## src/rtl/util_pkg.sv

```systemverilog
// ============================================================================
// Module      : util_pkg
// Description : Shared constants and types for the rename front-end.
// Revision    : 1.0
// ============================================================================
`default_nettype none

package util_pkg;

   localparam int L_REGISTERS = 32;
   localparam int IQ_DEPTH    = 4;

   typedef struct packed {
      logic [$clog2(L_REGISTERS)-1:0] l_dst;
      logic                           l_dst_valid;
   } iq_entry_t;

endpackage

`default_nettype wire

```

## src/rtl/rename_iq_fifo.sv

```systemverilog
// ============================================================================
// Module      : iq_fifo
// Description : Generic circular FIFO with synchronous flush and head read.
// Revision    : 1.0
// ============================================================================
`default_nettype none

module iq_fifo #(
   parameter int WIDTH = 6,
   parameter int DEPTH = 4
) (
   input  logic                     clk,
   input  logic                     rst_n,
   input  logic                     push,
   input  logic [WIDTH-1:0]         push_data,
   input  logic                     pop,
   input  logic                     flush,
   output logic [$clog2(DEPTH):0]   count,
   output logic [WIDTH-1:0]         head_data,
   output logic                     full,
   output logic                     empty
);

   localparam int C_PW = $clog2(DEPTH);
   localparam int C_CW = C_PW + 1;
   localparam logic [C_CW-1:0] C_FULL = C_CW'(DEPTH);

   logic [WIDTH-1:0] r_mem [DEPTH];
   logic [C_PW-1:0]  r_head;
   logic [C_PW-1:0]  r_tail;
   logic [C_CW-1:0]  r_count;

   logic w_do_push;
   logic w_do_pop;

   assign full      = (r_count == C_FULL);
   assign empty     = (r_count == '0);
   assign w_do_push = push && !full;
   assign w_do_pop  = pop && !empty;
   assign count     = r_count;
   assign head_data = r_mem[r_head];

   // Power-of-two depth lets the pointers wrap by natural overflow.
   always_ff @(posedge clk or negedge rst_n) begin
      if (!rst_n) begin
         r_head  <= '0;
         r_tail  <= '0;
         r_count <= '0;
         r_mem   <= '{default: '0};
      end else if (flush) begin
         r_head  <= '0;
         r_tail  <= '0;
         r_count <= '0;
      end else begin
         if (w_do_push) begin
            r_mem[r_tail] <= push_data;
            r_tail        <= r_tail + 1'b1;
         end
         if (w_do_pop) begin
            r_head <= r_head + 1'b1;
         end
         case ({w_do_push, w_do_pop})
            2'b10:   r_count <= r_count + 1'b1;
            2'b01:   r_count <= r_count - 1'b1;
            default: r_count <= r_count;
         endcase
      end
   end

endmodule

`default_nettype wire

```

## src/rtl/rename_iq.sv

```systemverilog
// ============================================================================
// Module      : rename_iq
// Description : Decoded-instruction queue feeding the register-rename stage.
// Revision    : 1.0
// ============================================================================
`default_nettype none

module rename_iq
   import util_pkg::*;
#(
   parameter int L_REGISTERS = util_pkg::L_REGISTERS,
   parameter int DEPTH       = util_pkg::IQ_DEPTH,
   parameter int LW          = $clog2(L_REGISTERS)
) (
   input  logic                   clk,
   input  logic                   rst_n,
   input  logic                   in_valid,
   output logic                   in_ready,
   input  logic [LW-1:0]          in_l_dst,
   input  logic                   in_l_dst_valid,
   input  logic                   stall,
   input  logic                   rec_en,
   input  logic                   rec_busy,
   output logic [LW-1:0]          l_dst,
   output logic                   l_dst_valid,
   output logic                   inst_en,
   output logic [$clog2(DEPTH):0] count,
   output logic [31:0]            issued_cnt_dbg
);

   logic [LW:0]  w_head;
   logic         w_full;
   logic         w_empty;
   logic         w_push;
   logic [31:0]  r_issued_cnt;

   // Readiness comes from registered occupancy only, so a same-cycle pop
   // never opens a slot for a push.
   assign in_ready = !w_full;
   assign w_push   = in_valid && in_ready && !rec_en;
   assign inst_en  = !w_empty && !stall && !rec_busy && !rec_en;

   assign l_dst          = inst_en ? w_head[LW:1] : '0;
   assign l_dst_valid    = inst_en ? w_head[0]    : 1'b0;
   assign issued_cnt_dbg = r_issued_cnt;

   iq_fifo #(
      .WIDTH (LW + 1),
      .DEPTH (DEPTH)
   ) u_fifo (
      .clk       (clk),
      .rst_n     (rst_n),
      .push      (w_push),
      .push_data ({in_l_dst, in_l_dst_valid}),
      .pop       (inst_en),
      .flush     (rec_en),
      .count     (count),
      .head_data (w_head),
      .full      (w_full),
      .empty     (w_empty)
   );

   always_ff @(posedge clk or negedge rst_n) begin
      if (!rst_n) begin
         r_issued_cnt <= '0;
      end else if (inst_en) begin
         r_issued_cnt <= r_issued_cnt + 32'd1;
      end
   end

endmodule

`default_nettype wire

```

## config.mk

```make
export PLATFORM = sky130hd
export DESIGN_NAME = rename_iq
export DESIGN_NICKNAME = d
export VERILOG_FILES = /design/src/rtl/util_pkg.sv /design/src/rtl/rename_iq_fifo.sv /design/src/rtl/rename_iq.sv
export SDC_FILE = /design/constraint.sdc
export NUM_CORES = 1
export LEC_CHECK = 0
export CAP_MARGIN = 0
export CORE_MARGIN = 1
export CORE_UTILIZATION = 42
export CTS_BUF_LIST = sky130_fd_sc_hd__clkbuf_8
export CTS_CLUSTER_DIAMETER = 120
export CTS_CLUSTER_SIZE = 14
export DETAILED_ROUTE_END_ITERATION = 8
export PLACE_DENSITY_LB_ADDON = 0.3
export SYNTH_ARGS = -nofsm -noshare
export SYNTH_HDL_FRONTEND = slang
export SYNTH_HIERARCHICAL = 1
export SYNTH_SLANG_ARGS = --single-unit
```

## constraint.sdc

```tcl
create_clock -name clk -period 3.4 [get_ports clk]
set_clock_uncertainty 0.15 [all_clocks]
set_input_delay 0.51 -clock clk [delete_from_list [all_inputs] [get_ports clk]]
set_output_delay 0.51 -clock clk [all_outputs]
set_load 0.05 [all_outputs]
```

==> flow_metrics.env <==
export IMPL_critPathKind="reg2out"
export IMPL_switching_share_pct=22.7
export IMPL_vdd_drop_max_mv=0.264
export IMPL_clockBufferDepth=2
export IMPL_cts_buffers=9
export IMPL_synth_cells=265
export IMPL_synth_compound_area_share_pct=1.81
export IMPL_drc=0
export IMPL_ys_ff_latch=63
export IMPL_critPathArrivalTime_ns=1.97
export IMPL_r2r_start="u_fifo/count[1]$_DFFE_PN0P_"
export IMPL_power_frac_clock_pct=41.2
export IMPL_root_buffer="clkbuf_8"
export IMPL_fillCellCount=656
export IMPL_clk_latency_ns=0.34
export IMPL_p_comb_share_pct=12.0
export IMPL_fin_tns_setup_ns=0
export IMPL_max_slew_margin_pct=46.4
export IMPL_cp_top_family="buffers and inverters"
export IMPL_critPathCaptureType="primary output"
export IMPL_cts_tree="yes"
export IMPL_max_stage_delay_ns=0.70
export IMPL_fp_dieArea_um2=8090
export IMPL_synthFlopType="dfrtp_1"
export IMPL_power_per_cell_area_nw_per_um2=435
export IMPL_cts_clk_slew_worst_paths_ns=0.07
export IMPL_syn_nets=283
export IMPL_grt_max_degree=64
export IMPL_cts_setup_buffers=0
export IMPL_grt_total_usage_pct=17.1
export IMPL_r2r_end="u_fifo/count[2]$_DFFE_PN0P_"
export IMPL_final_util_pct=56.9
export IMPL_finalHoldViolations=0
export IMPL_synth_cell_type_count=42
export IMPL_synth_top_area_share_pct=48.5
export IMPL_top_layer="met4"
export IMPL_synthArstFlopShare_pct=100
export IMPL_place_hpwl_um=4430
export IMPL_worst_setup_path_start_kind="flop"
export IMPL_die_y_um=90.0
export IMPL_instances_no_fill=426
export IMPL_synthXorXnorAreaFrac_pct=9.43
export IMPL_antenna_found_initial=0
export IMPL_drtAntennaViolNets=0
export IMPL_wl_met1_um=2950
export IMPL_syn_to_final_growth_pct=29.0
export IMPL_synthTopCellsByArea="dfrtp_1 49%, mux2_4 11%, xnor2_1 5.1%"
export IMPL_synth_edf_count=0
export IMPL_post_drt_wl_per_cell_um=14.9
export IMPL_preCtsSetupSlack_ns=0.509
export IMPL_nNetsFinal=341
export IMPL_cts_resized=0
export IMPL_io_pins=55
export IMPL_power_internal_mw=1.41
export IMPL_r2r_slack_ns=0.90
export IMPL_yosysMostFrequentCell="dfrtp_1"
export IMPL_seqPwrFrac_pct=46.8
export IMPL_synth_area_leader_cell="dfrtp_1"
export IMPL_grt_pass1_wl_um=11000
export IMPL_critPathSlowestCell="clkdlybuf4s50_1"
export IMPL_vias=2239
export IMPL_cp_data_required_time_ns=2.74
export IMPL_avgSynthCellArea_um2=12.3
export IMPL_io_buffers=54
export IMPL_status="completed"
export IMPL_holdBufCountCts=0
export IMPL_grt_pass1_vias=2269
export IMPL_yosys_area_share_adder_pct=2.54
export IMPL_cts_htree_levels=3
export IMPL_total_power_mw=1.82
export IMPL_drt_iter0_drc=99
export IMPL_crit_buf_inv=2
export IMPL_yosysWarnings=6
export IMPL_setup_slack_ns=0.765
export IMPL_finalCritPeriodShare_pct=77.5
export IMPL_yosys_area_share_simple_pct=19.5
export IMPL_rows=31
export IMPL_dpl_cell_count=411
export IMPL_cap_violations=0
export IMPL_worst_slew_pin_slew_ns=0.805
export IMPL_gr_total_overflow=0
export IMPL_setup_viol=0
export IMPL_finalWirelength_um=6350
export IMPL_p_leak_nw=1.91
export IMPL_crit_chain="nor3b_4 > inv_1 > clkdlybuf4s50_1"
export IMPL_switching_power_mw=0.414
export IMPL_core_um2=7370
export IMPL_netlist_area_um2=3250
export IMPL_synth_seq_area_share_pct=48.5
export IMPL_rsz0062_at_grt="false"
export IMPL_stdcell_area_um2=4190
export IMPL_drt_first_pass_iters=4
export IMPL_wl_met2_um=2950
export IMPL_place_area_um2=3960
export IMPL_yosys_mux_area_fraction_pct=15.9
export IMPL_n_antenna_cell=0
export IMPL_r2r_cells=9
export IMPL_via_per_inst=5.26
export IMPL_holdWs_ns=0.182
export IMPL_place_gp_congestion=0.844
export IMPL_critPathMaxFanout=9
export IMPL_cts_sinks=63
export IMPL_drive_gt1_share_pct=20.5
export IMPL_cp_depth=3
export IMPL_worstSetupEndpoint="in_ready"
export IMPL_yosys_top_cells_count="63 x dfrtp_1, 24 x mux2_4, 19 x xnor2_1, 16 x xor2_1, 15 x nand3_1"
export IMPL_die_x_um=90.0
export IMPL_finalCriticalPeriod_ns=2.63
export IMPL_cp_startpoint="u_fifo/count[1]$_DFFE_PN0P_"
export IMPL_synth_top_family_by_area="simple AND/OR/NAND/NOR gates"
export IMPL_dr_wl_met3_um=334
export IMPL_final_max_slew_viol_count=0
export IMPL_hold_path_class="in2async"
export IMPL_start_util_pct=44.1
export IMPL_max_freq_mhz=380
## layout by cell type (no fill, tap or decap), types with 12 or more instances in the layout
cell | Yosys | routed
nand4_1 | 13 | 13
dfrtp_1 | 63 | 63
clkbuf_8 | 0 | 12
xnor2_1 | 19 | 19
nand2_1 | 14 | 14
nor2_1 | 13 | 13
xor2_1 | 16 | 16
nand3_1 | 15 | 15
mux2_4 | 24 | 24
clkdlybuf4s50_1 | 0 | 46
## per-layer routing
metal	vias to the layer above	global-route usage (%)
li1	1060	-
met1	1101	22.3
met2	67	27.2
met3	11	3.72
met4	0	8.06
met5	-	0
## worst min-delay path by stage
stage / from / end / slack [ns] / cells after the start
floorplan: rst_n / issued_cnt_dbg[0]$_DFFE_PN0P_ / 0.06 / 0
CTS: rst_n / issued_cnt_dbg[25]$_DFFE_PN0P_ / 0.21 / 2
global route: rst_n / issued_cnt_dbg[31]$_DFFE_PN0P_ / 0.25 / 2
detailed placement: issued_cnt_dbg[31]$_DFFE_PN0P_ / issued_cnt_dbg[31]$_DFFE_PN0P_ / 0.32 / 1
finish: rst_n / issued_cnt_dbg[25]$_DFFE_PN0P_ / 0.18 / 2
global placement: issued_cnt_dbg[31]$_DFFE_PN0P_ / issued_cnt_dbg[31]$_DFFE_PN0P_ / 0.31 / 1
## sequential cells by signal, indices dropped and copies added (netlist names)
| name | cells |
|---|---|
| u_fifo/r_head | 2 |
| u_fifo/r_tail | 2 |
| u_fifo/r_mem | 24 |
| issued_cnt_dbg | 32 |
| u_fifo/count | 3 |
## power by group through the flow
stage | clock network (mW) | logic [mW] | registers (mW)
4_1_cts | 0.763 | 0.221 | 0.851
3_3_place_gp | 0 | 0.216 | 0.863
2_1_floorplan | 0 | 0.132 | 0.877
6_report | 0.751 | 0.219 | 0.852
3_5_place_dp | 0 | 0.222 | 0.862
5_1_grt | 0.796 | 0.235 | 0.861
## worst reg2reg max path, cell delays in order (launching register included)
cell and delay (ns):
dfrtp_1 0.51, nor3_1 0.46, nor4_4 0.08, buf_4 0.19, nand2b_1 0.11, nor2b_1 0.07
fa_1 0.41, nand2_1 0.10, o221ai_1 0.12, a31oi_1 0.21
## logic make-up after synthesis
kind of cell | count (synthesis)
AOI/OAI and AO/OA | 9
muxes | 32
and+or+nand+nor | 103
buffers and inverters | 17
adders and majority gates | 6
DFF | 63
xor gates and xnor gates | 35
## cell type report
cell class / count / area [um^2] / share of cell area [%]
clock buffers: 12 / 165 / 3.94
clock inverters: 3 / 65.1 / 1.55
inverters: 5 / 18.8 / 0.448
multi-input cells: 185 / 1600 / 38.1
flip-flops and latches: 63 / 1580 / 37.6
well taps: 99 / 124 / 2.96
repair buffers: 59 / 643 / 15.3
Power figures use the tool's default switching activity.
